--- src/rtl/rom_dl_router.sv ---
// rom_dl_router: steers ioctl ROM bytes into per-port FIFOs by address window,
// issues them over toggle req/ack SDRAM write ports, captures DIP bytes and
// generates the core reset that is held until the ROM is fully committed.
//
// Ports:
//   clk_sys, reset_n          sole clock, async active-low reset
//   ioctl_download/index/wr/addr/dout   hps_io download stream (inputs)
//   ioctl_wait                backpressure to hps_io
//   soft_reset                OSD/button reset request
//   port_req/port_ack         per-port toggle handshake
//   port_we/port_a/port_ds/port_d       per-port write command
//   dip                       eight captured DIP bytes
//   rom_loaded, core_reset, ovf_err     status
module rom_dl_router #(
  parameter int unsigned          NPORTS      = 2,
  parameter int unsigned          PORT_AW     = 23,
  parameter int unsigned          FIFO_DEPTH  = 4,
  parameter logic [NPORTS*25-1:0] REGION_BASE = {25'h10000, 25'h0},
  parameter logic [NPORTS*25-1:0] REGION_END  = {25'h1FFFF, 25'h1FFFF},
  parameter logic [7:0]           ROM_INDEX   = 8'd0,
  parameter logic [7:0]           DIP_INDEX   = 8'd254,
  parameter logic [15:0]          RST_CYCLES  = 16'hFFFF
) (
  input  logic                      clk_sys,
  input  logic                      reset_n,
  input  logic                      ioctl_download,
  input  logic [7:0]                ioctl_index,
  input  logic                      ioctl_wr,
  input  logic [24:0]               ioctl_addr,
  input  logic [7:0]                ioctl_dout,
  output logic                      ioctl_wait,
  input  logic                      soft_reset,
  output logic [NPORTS-1:0]         port_req,
  input  logic [NPORTS-1:0]         port_ack,
  output logic [NPORTS-1:0]         port_we,
  output logic [NPORTS*PORT_AW-1:0] port_a,
  output logic [NPORTS*2-1:0]       port_ds,
  output logic [NPORTS*16-1:0]      port_d,
  output logic [63:0]               dip,
  output logic                      rom_loaded,
  output logic                      core_reset,
  output logic                      ovf_err
);

  localparam int unsigned OW = PORT_AW + 1;             // {word address, lsb}
  localparam int unsigned EW = OW + 8;                  // FIFO entry width
  localparam int unsigned PW = $clog2(FIFO_DEPTH);      // pointer width
  localparam int unsigned CW = $clog2(FIFO_DEPTH + 1);  // count 0..FIFO_DEPTH

  logic [EW-1:0] mem   [NPORTS][FIFO_DEPTH];
  logic [PW-1:0] wptr  [NPORTS];
  logic [PW-1:0] rptr  [NPORTS];
  logic [CW-1:0] cnt   [NPORTS];
  logic [OW-1:0] off_c [NPORTS];
  logic [EW-1:0] entry_c [NPORTS];
  logic [EW-1:0] head_c  [NPORTS];

  logic [NPORTS-1:0] hit_c, push_c, pop_c, drop_c, idle_c;
  logic              rom_wr_c, dip_wr_c, wait_c, drained_c, reload_c;
  logic              all_idle_c, all_empty_c;
  logic              dl_d, rom_pending;
  logic [15:0]       rst_cnt;

  // Address decode, FIFO push/pop decisions and drain status.
  always_comb begin
    rom_wr_c    = ioctl_wr && ioctl_download && (ioctl_index == ROM_INDEX);
    dip_wr_c    = ioctl_wr && (ioctl_index == DIP_INDEX) && (ioctl_addr[24:3] == 22'd0);
    wait_c      = 1'b0;
    all_idle_c  = 1'b1;
    all_empty_c = 1'b1;
    hit_c       = '0;
    push_c      = '0;
    pop_c       = '0;
    drop_c      = '0;
    idle_c      = '0;
    for (int i = 0; i < NPORTS; i++) begin
      off_c[i]   = OW'(ioctl_addr - REGION_BASE[i*25 +: 25]);
      entry_c[i] = {off_c[i], ioctl_dout};
      head_c[i]  = mem[i][rptr[i]];
      hit_c[i]   = rom_wr_c && (ioctl_addr >= REGION_BASE[i*25 +: 25])
                            && (ioctl_addr <= REGION_END[i*25 +: 25]);
      idle_c[i]  = (port_req[i] == port_ack[i]);
      push_c[i]  = hit_c[i] && (cnt[i] != CW'(FIFO_DEPTH));
      drop_c[i]  = hit_c[i] && (cnt[i] == CW'(FIFO_DEPTH));
      pop_c[i]   = idle_c[i] && (cnt[i] != CW'(0));
      if (cnt[i] >= CW'(FIFO_DEPTH - 1)) wait_c = 1'b1;
      if (cnt[i] != CW'(0))              all_empty_c = 1'b0;
      if (!idle_c[i])                    all_idle_c = 1'b0;
    end
    drained_c = rom_pending && all_empty_c && all_idle_c;
    reload_c  = soft_reset || ioctl_download || !rom_loaded;
  end

  // FIFO storage; contents need no reset since count gates every read.
  always_ff @(posedge clk_sys) begin
    for (int i = 0; i < NPORTS; i++) begin
      if (push_c[i]) mem[i][wptr[i]] <= entry_c[i];
    end
  end

  // FIFO pointers/counts and port issue.
  always_ff @(posedge clk_sys or negedge reset_n) begin
    if (!reset_n) begin
      port_req <= '0;
      port_a   <= '0;
      port_ds  <= '0;
      port_d   <= '0;
      for (int i = 0; i < NPORTS; i++) begin
        wptr[i] <= '0;
        rptr[i] <= '0;
        cnt[i]  <= '0;
      end
    end else begin
      for (int i = 0; i < NPORTS; i++) begin
        if (push_c[i]) wptr[i] <= wptr[i] + PW'(1);
        if (pop_c[i]) begin
          rptr[i]                    <= rptr[i] + PW'(1);
          port_a[i*PORT_AW +: PORT_AW] <= head_c[i][EW-1:9];
          port_ds[i*2 +: 2]          <= {head_c[i][8], ~head_c[i][8]};
          port_d[i*16 +: 16]         <= {head_c[i][7:0], head_c[i][7:0]};
          port_req[i]                <= ~port_req[i];
        end
        if (push_c[i] && !pop_c[i])      cnt[i] <= cnt[i] + CW'(1);
        else if (!push_c[i] && pop_c[i]) cnt[i] <= cnt[i] - CW'(1);
      end
    end
  end

  // Status, DIP capture and ROM commit tracking.
  always_ff @(posedge clk_sys or negedge reset_n) begin
    if (!reset_n) begin
      port_we     <= '0;
      ioctl_wait  <= 1'b0;
      ovf_err     <= 1'b0;
      dip         <= '0;
      dl_d        <= 1'b0;
      rom_pending <= 1'b0;
      rom_loaded  <= 1'b0;
    end else begin
      port_we    <= {NPORTS{ioctl_download}};
      ioctl_wait <= wait_c;
      dl_d       <= ioctl_download;
      if (|drop_c) ovf_err <= 1'b1;
      if (dip_wr_c) dip[{ioctl_addr[2:0], 3'b000} +: 8] <= ioctl_dout;
      // Only the end of a ROM download arms the commit; DIP downloads do not.
      if (dl_d && !ioctl_download && (ioctl_index == ROM_INDEX)) rom_pending <= 1'b1;
      if (drained_c) rom_loaded <= 1'b1;
    end
  end

  // Reset stretcher; the reload cycle itself counts as reset so a single-cycle
  // request produces RST_CYCLES+1 cycles of core_reset.
  always_ff @(posedge clk_sys or negedge reset_n) begin
    if (!reset_n) begin
      rst_cnt    <= RST_CYCLES;
      core_reset <= 1'b1;
    end else begin
      core_reset <= reload_c || (rst_cnt != 16'd0);
      if (reload_c)               rst_cnt <= RST_CYCLES;
      else if (rst_cnt != 16'd0)  rst_cnt <= rst_cnt - 16'd1;
    end
  end

endmodule

--- config.mk ---
export PLATFORM = sky130hd
export DESIGN_NAME = rom_dl_router
export DESIGN_NICKNAME = d
export VERILOG_FILES = /design/src/rtl/rom_dl_router.sv
export SDC_FILE = /design/constraint.sdc
export NUM_CORES = 1
export LEC_CHECK = 0
export CORE_MARGIN = 3
export CORE_UTILIZATION = 32
export CTS_CLUSTER_DIAMETER = 200
export DETAILED_ROUTE_END_ITERATION = 12
export PLACE_DENSITY = 0.57
export SYNTH_ARGS = -nofsm -noshare
export SYNTH_HDL_FRONTEND = slang
export SYNTH_SLANG_ARGS = --single-unit
--- constraint.sdc ---
create_clock -name clk_sys -period 2.4 [get_ports clk_sys]
set_clock_uncertainty 0.2 [all_clocks]
set_input_delay 0.72 -clock clk_sys [delete_from_list [all_inputs] [get_ports clk_sys]]
set_output_delay 0.72 -clock clk_sys [all_outputs]
set_load 0.01 [all_outputs]
==> reports/qor.yml, run 1 <==
post-route-util_pct: 46.2
cts_max_level: 2
vias_per_cell: 4.81
synthArstFlopShare_pct: 39.6
crit_arrival_ns: 3.05
slowest_delay_ns: 0.56
grt_pass1_vias: 9795
row_count: 82
worstMarginPinSlew_ns: 0.618
ys_seq_area_share_pct: 72.0
die_x_microns: 233
dp.cells: 1823
post_dp_cell_area_sq_um: 20400
synth_area_sq_um: 16600
hold_path_class: "flip-flop to flip-flop"
path_cells: "buf_6, or4_4, a2111oi_4, o2111ai_4, nor3b_4, buf_4, buf_6, and2_4, buf_12, buf_8"
synth_edf_count: 256
worstPathRequired_ns: 2.49
synth_cells: 887
dieArea_sq_um: 54500
yosys.area.top_type_share_pct: 46.4
period_minus_slack_ns: 2.96
synth_largest_area_cell: "edfxtp_1"
drtPass1Iterations: 4
critPathLaunchType: "input pin"
violations: "setup timing"
avgSynthCellArea_sq_um: 18.7
r2r_slack_ns: 0.16
setup-violations-final: 313
crit_family: "simple AND/OR/NAND/NOR gates"
ys_seq_elements: 424
clk_latency_ns: 0.58
whs_ns: 0.270
drive_gt1_share_pct: 40.8
grt_pass1_wl_microns: 64300
n_antenna_cell: 0
fmax_mhz: 338
grt_max_degree: 39
slew_headroom_pct: 58.8
cts_sinks: 424
final_cell_mix: "edfxtp_1 (256), dlymetal6s2s_1 (155), dfrtp_1 (147), mux2_2 (102), buf_4 (91)"
final_net_count: 1321
cts_buffers: 46
synth_ff_type: "edfxtp_1"
cts_tree: "built"
syn_to_final_growth_pct: 41.1
vias: 9450
crit_top_cell: "buf_6"
setup_ws_ns: -0.561
finalNonFillerCells: 1964
drt_iter0_markers: 560
synthesis.nets: 953
power.leakage_nw: 10.7
cap_violations: 0
wl_per_cell_microns: 22.6
ys_types: 51
period_share_pct: 123
ant_nets: 0
netlist_top_cells_area: "edfxtp_1 (46%), dfrtp_1 (23%), mux2_2 (8.8%), mux4_2 (8.7%), dfstp_2 (2.7%)"
drc: 0
critPathSlowestCell: "or4_4"
critPathBufInv: 5
final_area_sq_um: 23400
peakVddDrop_mv: 0.429
finalPower_w: 0.0221
status: "complete, but fails checks"
crit_type: "input pin to flip-flop"
clockBufferDepth: 3
dpl.hpwl_microns: 26600
cts-root-buf: "clkbuf_16"
place_congestion: 0.751
clk_pin_slew_worst_paths_ns: 0.06
slew_viol_final: 0
worstSetupEndpointType: "flip-flop"
grt_setup_unrepaired: "yes"
io_pins: 202
grt_overflow_total: 0
core_sq_um: 50600
hold_viol_final: 0
critPathMaxFanout: 6
power.density_nw_per_um2: 944
routed_wl_microns: 44400
track_usage_pct: 16.0
yosys_warnings: 0
portBuffers: 201
antenna_found_initial: 0
die_y_microns: 233
start_util_pct: 32.7
layout_commonest_cell: "edfxtp_1"
[sequential cells by signal, summed over array words and instances (netlist names)]
| signal | flops |
|---|---|
| cnt | 6 |
| core_reset | 1 |
| dip | 64 |
| dl_d | 1 |
| ioctl_wait | 1 |
| mem | 256 |
| ovf_err | 1 |
| port_a | 46 |
| port_d | 16 |
| port_ds | 4 |
| port_req | 2 |
| rom_loaded | 1 |
| rom_pending | 1 |
| rptr | 4 |
| rst_cnt | 16 |
| wptr | 4 |
[through the flow]
step / TNS [ns] / setup WS, ns
after floorplan: -215.33 / -0.981
after global placement: -511.50 / -1.77
after detailed placement: -518.00 / -1.78
after CTS: -125.70 / -0.518
after global routing: -133.80 / -0.602
final: -120.31 / -0.561
[final timing paths]
| check | from | endpoint | cells past startpoint |
|---|---|---|---|
| worst max-delay path | ioctl_index[2] | mem[0][221] | 10 |
| worst min-delay path | rom_pending | rom_pending | 1 |
| worst max register to register | cnt[3] | cnt[4] | 6 |
| worst min register to register | rom_pending | rom_pending | 1 |
| max in group asynchronous | reset_n | port_ds[2] | 3 |
| min in group asynchronous | reset_n | rptr[2] | 2 |
[logic make-up after synthesis]
group | synth area share [%]
flops | 72.0
fa+ha+maj | 1.45
xor+xnor | 1.27
simple gates | 4.59
mux | 17.5
buf+inv | 1.90
compound gates | 1.28
[metal layers]
layer | global-route usage (%) | wire length [microns] | share of wire, %
met1 | 22.2 | 19500 | 44
met5 | 0 | 0 | 0
met3 | 3.45 | 2620 | 5.9
met2 | 25.8 | 21400 | 48
met4 | 4.15 | 923 | 2.1
[Yosys cell counts (11+ instances only)]
master    number
clkbuf_1      19
edfxtp_1     256
xnor2_1       11
mux4_2        64
nor3_1        12
nand2_1       29
nor2_1        18
buf_4         18
ha_1          16
dfstp_2       17
xor2_1        13
mux2_2       129
inv_1         19
dfrtp_1      151
[final cells by class]
cell class	count	area, sq um
clock inverter	25	239
clock buffer	60	1270
inverter	19	73.8
fill	4306	27200
sequential	424	11900
tap	672	841
multi-input combinational	402	4780
timing repair buffer	362	4240
[power by group]
| group | total [W] | internal (W) | leakage (nW) | switching [W] |
|---|---|---|---|---|
| Combinational | 0.00597 | 0.00334 | 5.54 | 0.00264 |
| Sequential | 0.00901 | 0.00848 | 4.39 | 0.000529 |
| Clock | 0.00707 | 0.00418 | 0.736 | 0.00289 |
[timing repair]
action                                 in CTS  in global routing
setup endpoints to repair                 470                491
buffers inserted                           36                 12
gates resized for setup                   149                204
hold buffers                                1                  0
endpoints found under the hold margin      15                  0
pin swaps                                  31                 25
cloned                                     13                  5
No activity file was read; power rests on OpenSTA's default activity.
==> run 2, diff against run 1 <==
Settings changed: CTS_CLUSTER_DIAMETER 200 to not set, SKIP_LAST_GASP set to 1.
==> run 2 against run 1 <==
Compared with the run above: the run still ends with setup timing left; via count fell by 0.47%; setup slack got worse by 0.0040 ns; combinational power barely moved; sequential power barely moved; critical path depth did not move; clock power barely moved.
==> reports/qor.yml, run 2 (synthesized netlist as in run 1, its figures left out) <==
wl_per_cell_microns: 22.5  # -0.26%
cts_max_level: 2  # unchanged
setup-violations-final: 313  # unchanged
finalNonFillerCells: 1964  # unchanged
power.density_nw_per_um2: 944  # about the same
whs_path_depth: 1  # unchanged
slew_headroom_pct: 59.1  # +0.28 points
dp.cells: 1823  # unchanged
hold_path_class: "flip-flop to flip-flop"
worstPathRequired_ns: 2.49  # about the same
slew_viol_final: 0  # unchanged
preCtsSetupSlack_ns: -1.78  # unchanged
violations: "setup timing"
r2r_slack_ns: 0.15  # about the same
core_sq_um: 50600  # unchanged
clockBufferDepth: 3  # unchanged
worstMarginPinSlew_ns: 0.614  # -0.00420 ns
fmax_mhz: 337  # -0.14%
drive_gt1_share_pct: 40.8  # unchanged
status: "complete, but fails checks"
drtPass1Iterations: 5  # +1
dpl.hpwl_microns: 26600  # unchanged
clk_pin_slew_worst_paths_ns: 0.06  # about the same
timing.setup.tns_ns: -120.37  # -0.0630 ns
critPathLaunchType: "input pin"
routed_wl_microns: 44300  # -0.26%
drt_iter0_markers: 537  # -4.1%
die_y_microns: 233  # unchanged
n_fill_cell: 4319  # +0.30%
layout_commonest_cell: "edfxtp_1"
worstSetupEndpointType: "flip-flop"
peakVddDrop_mv: 0.431  # +0.34%
place_congestion: 0.751  # unchanged
n_antenna_cell: 0  # unchanged
clk_latency_ns: 0.58  # about the same
largest_register_ffs: 256  # unchanged
cts-root-buf: "clkbuf_16"
period_share_pct: 124  # +0.17 points
vias: 9406  # -0.47%
vias_per_cell: 4.79  # -0.47%
power.leakage_nw: 10.7  # unchanged
crit_type: "input pin to flip-flop"
crit_arrival_ns: 3.05  # about the same
drc: 0  # unchanged
r2r-start: "cnt[3]"
cts_tree: "built"
grt_max_degree: 39  # unchanged
final_net_count: 1321  # unchanged
setup_ws_ns: -0.565  # -0.00405 ns
grt_setup_unrepaired: "yes"
track_usage_pct: 16.0  # -0.039 points
final_area_sq_um: 23400  # unchanged
grt_pass1_wl_microns: 64100  # -0.23%
die_x_microns: 233  # unchanged
cts_sinks: 424  # unchanged
ant_nets: 0  # unchanged
grt_overflow_total: 0  # unchanged
r2r_end: "cnt[4]"
row_count: 82  # unchanged
antenna_found_initial: 0  # unchanged
hold_viol_final: 0  # unchanged
cap_violations: 0  # unchanged
min_from: "rom_pending"
critPathCapture: "mem[0][221]"
post_dp_cell_area_sq_um: 20400  # unchanged
finalPower_w: 0.0220  # about the same
cts_buffers: 46  # unchanged
syn_to_final_growth_pct: 41.1  # unchanged
dieArea_sq_um: 54500  # unchanged
io_pins: 202  # unchanged
start_util_pct: 32.7  # unchanged
critPathMaxFanout: 6  # unchanged
grt_pass1_vias: 9813  # +0.18%
period_minus_slack_ns: 2.97  # +0.00405 ns
startpoint: "ioctl_index[2]"
ff2ff_path_depth: 6  # unchanged
final_cell_mix: "edfxtp_1 (256), dlymetal6s2s_1 (155), dfrtp_1 (147), mux2_2 (102), buf_4 (91)"
portBuffers: 201  # unchanged
-- run 2: worst max-delay path: stages --
cell	delay (ns)
buf_6	0.09
or4_4	0.56
a2111oi_4	0.44
o2111ai_4	0.20
nor3b_4	0.25
buf_4	0.15
buf_6	0.11
and2_4	0.26
buf_12	0.14
buf_8	0.11
-- run 2: final cells by class --
type / instances / area, sq um / share of cell area (%)
multi-input cells: 402 / 4780 / 20.5
flip-flops and latches: 424 / 11900 / 51.0
clock buffers: 60 / 1270 / 5.46
well taps: 672 / 841 / 3.60
inverters: 19 / 73.8 / 0.316
repair buffers: 362 / 4240 / 18.1
clock inverters: 25 / 239 / 1.02
-- run 2: stage by stage --
step / hold slack (ns) / utilization, %
after global routing: 0.250 / 46.2
after CTS: 0.273 / 45.1
final: 0.270 / 46.2
after global placement: 0.257 / 40.4
after detailed placement: 0.259 / 40.4
after floorplan: 0.224 / -
-- run 2: timing repair --
action / CTS / global route
setup buffers: 36 / 12
endpoints found under the hold margin: 15 / 0
hold buffers: 1 / 0
endpoints found under the setup margin: 470 / 491
gates resized for setup: 148 / 205
pin swaps: 31 / 24
cloned: 13 / 5
-- run 2: layer usage --
layer  track usage, %  wire, microns
met5                0              0
met4             4.15            933
met3             3.45           2690
met2             25.9          21400
met1             22.0          19200
-- run 2: worst min-delay path by stage --
stage / endpoint
2_1_floorplan: cnt[0]
3_3_place_gp: rom_pending
3_5_place_dp: rom_pending
4_1_cts: rom_pending
5_1_grt: mem[0][92]
6_report: rom_pending
-- run 2: power breakdown --
part	internal (W)	switching, W	leakage [nW]
sequential	0.00848	0.000528	4.39
combinational	0.00334	0.00263	5.54
clock	0.00418	0.00288	0.736
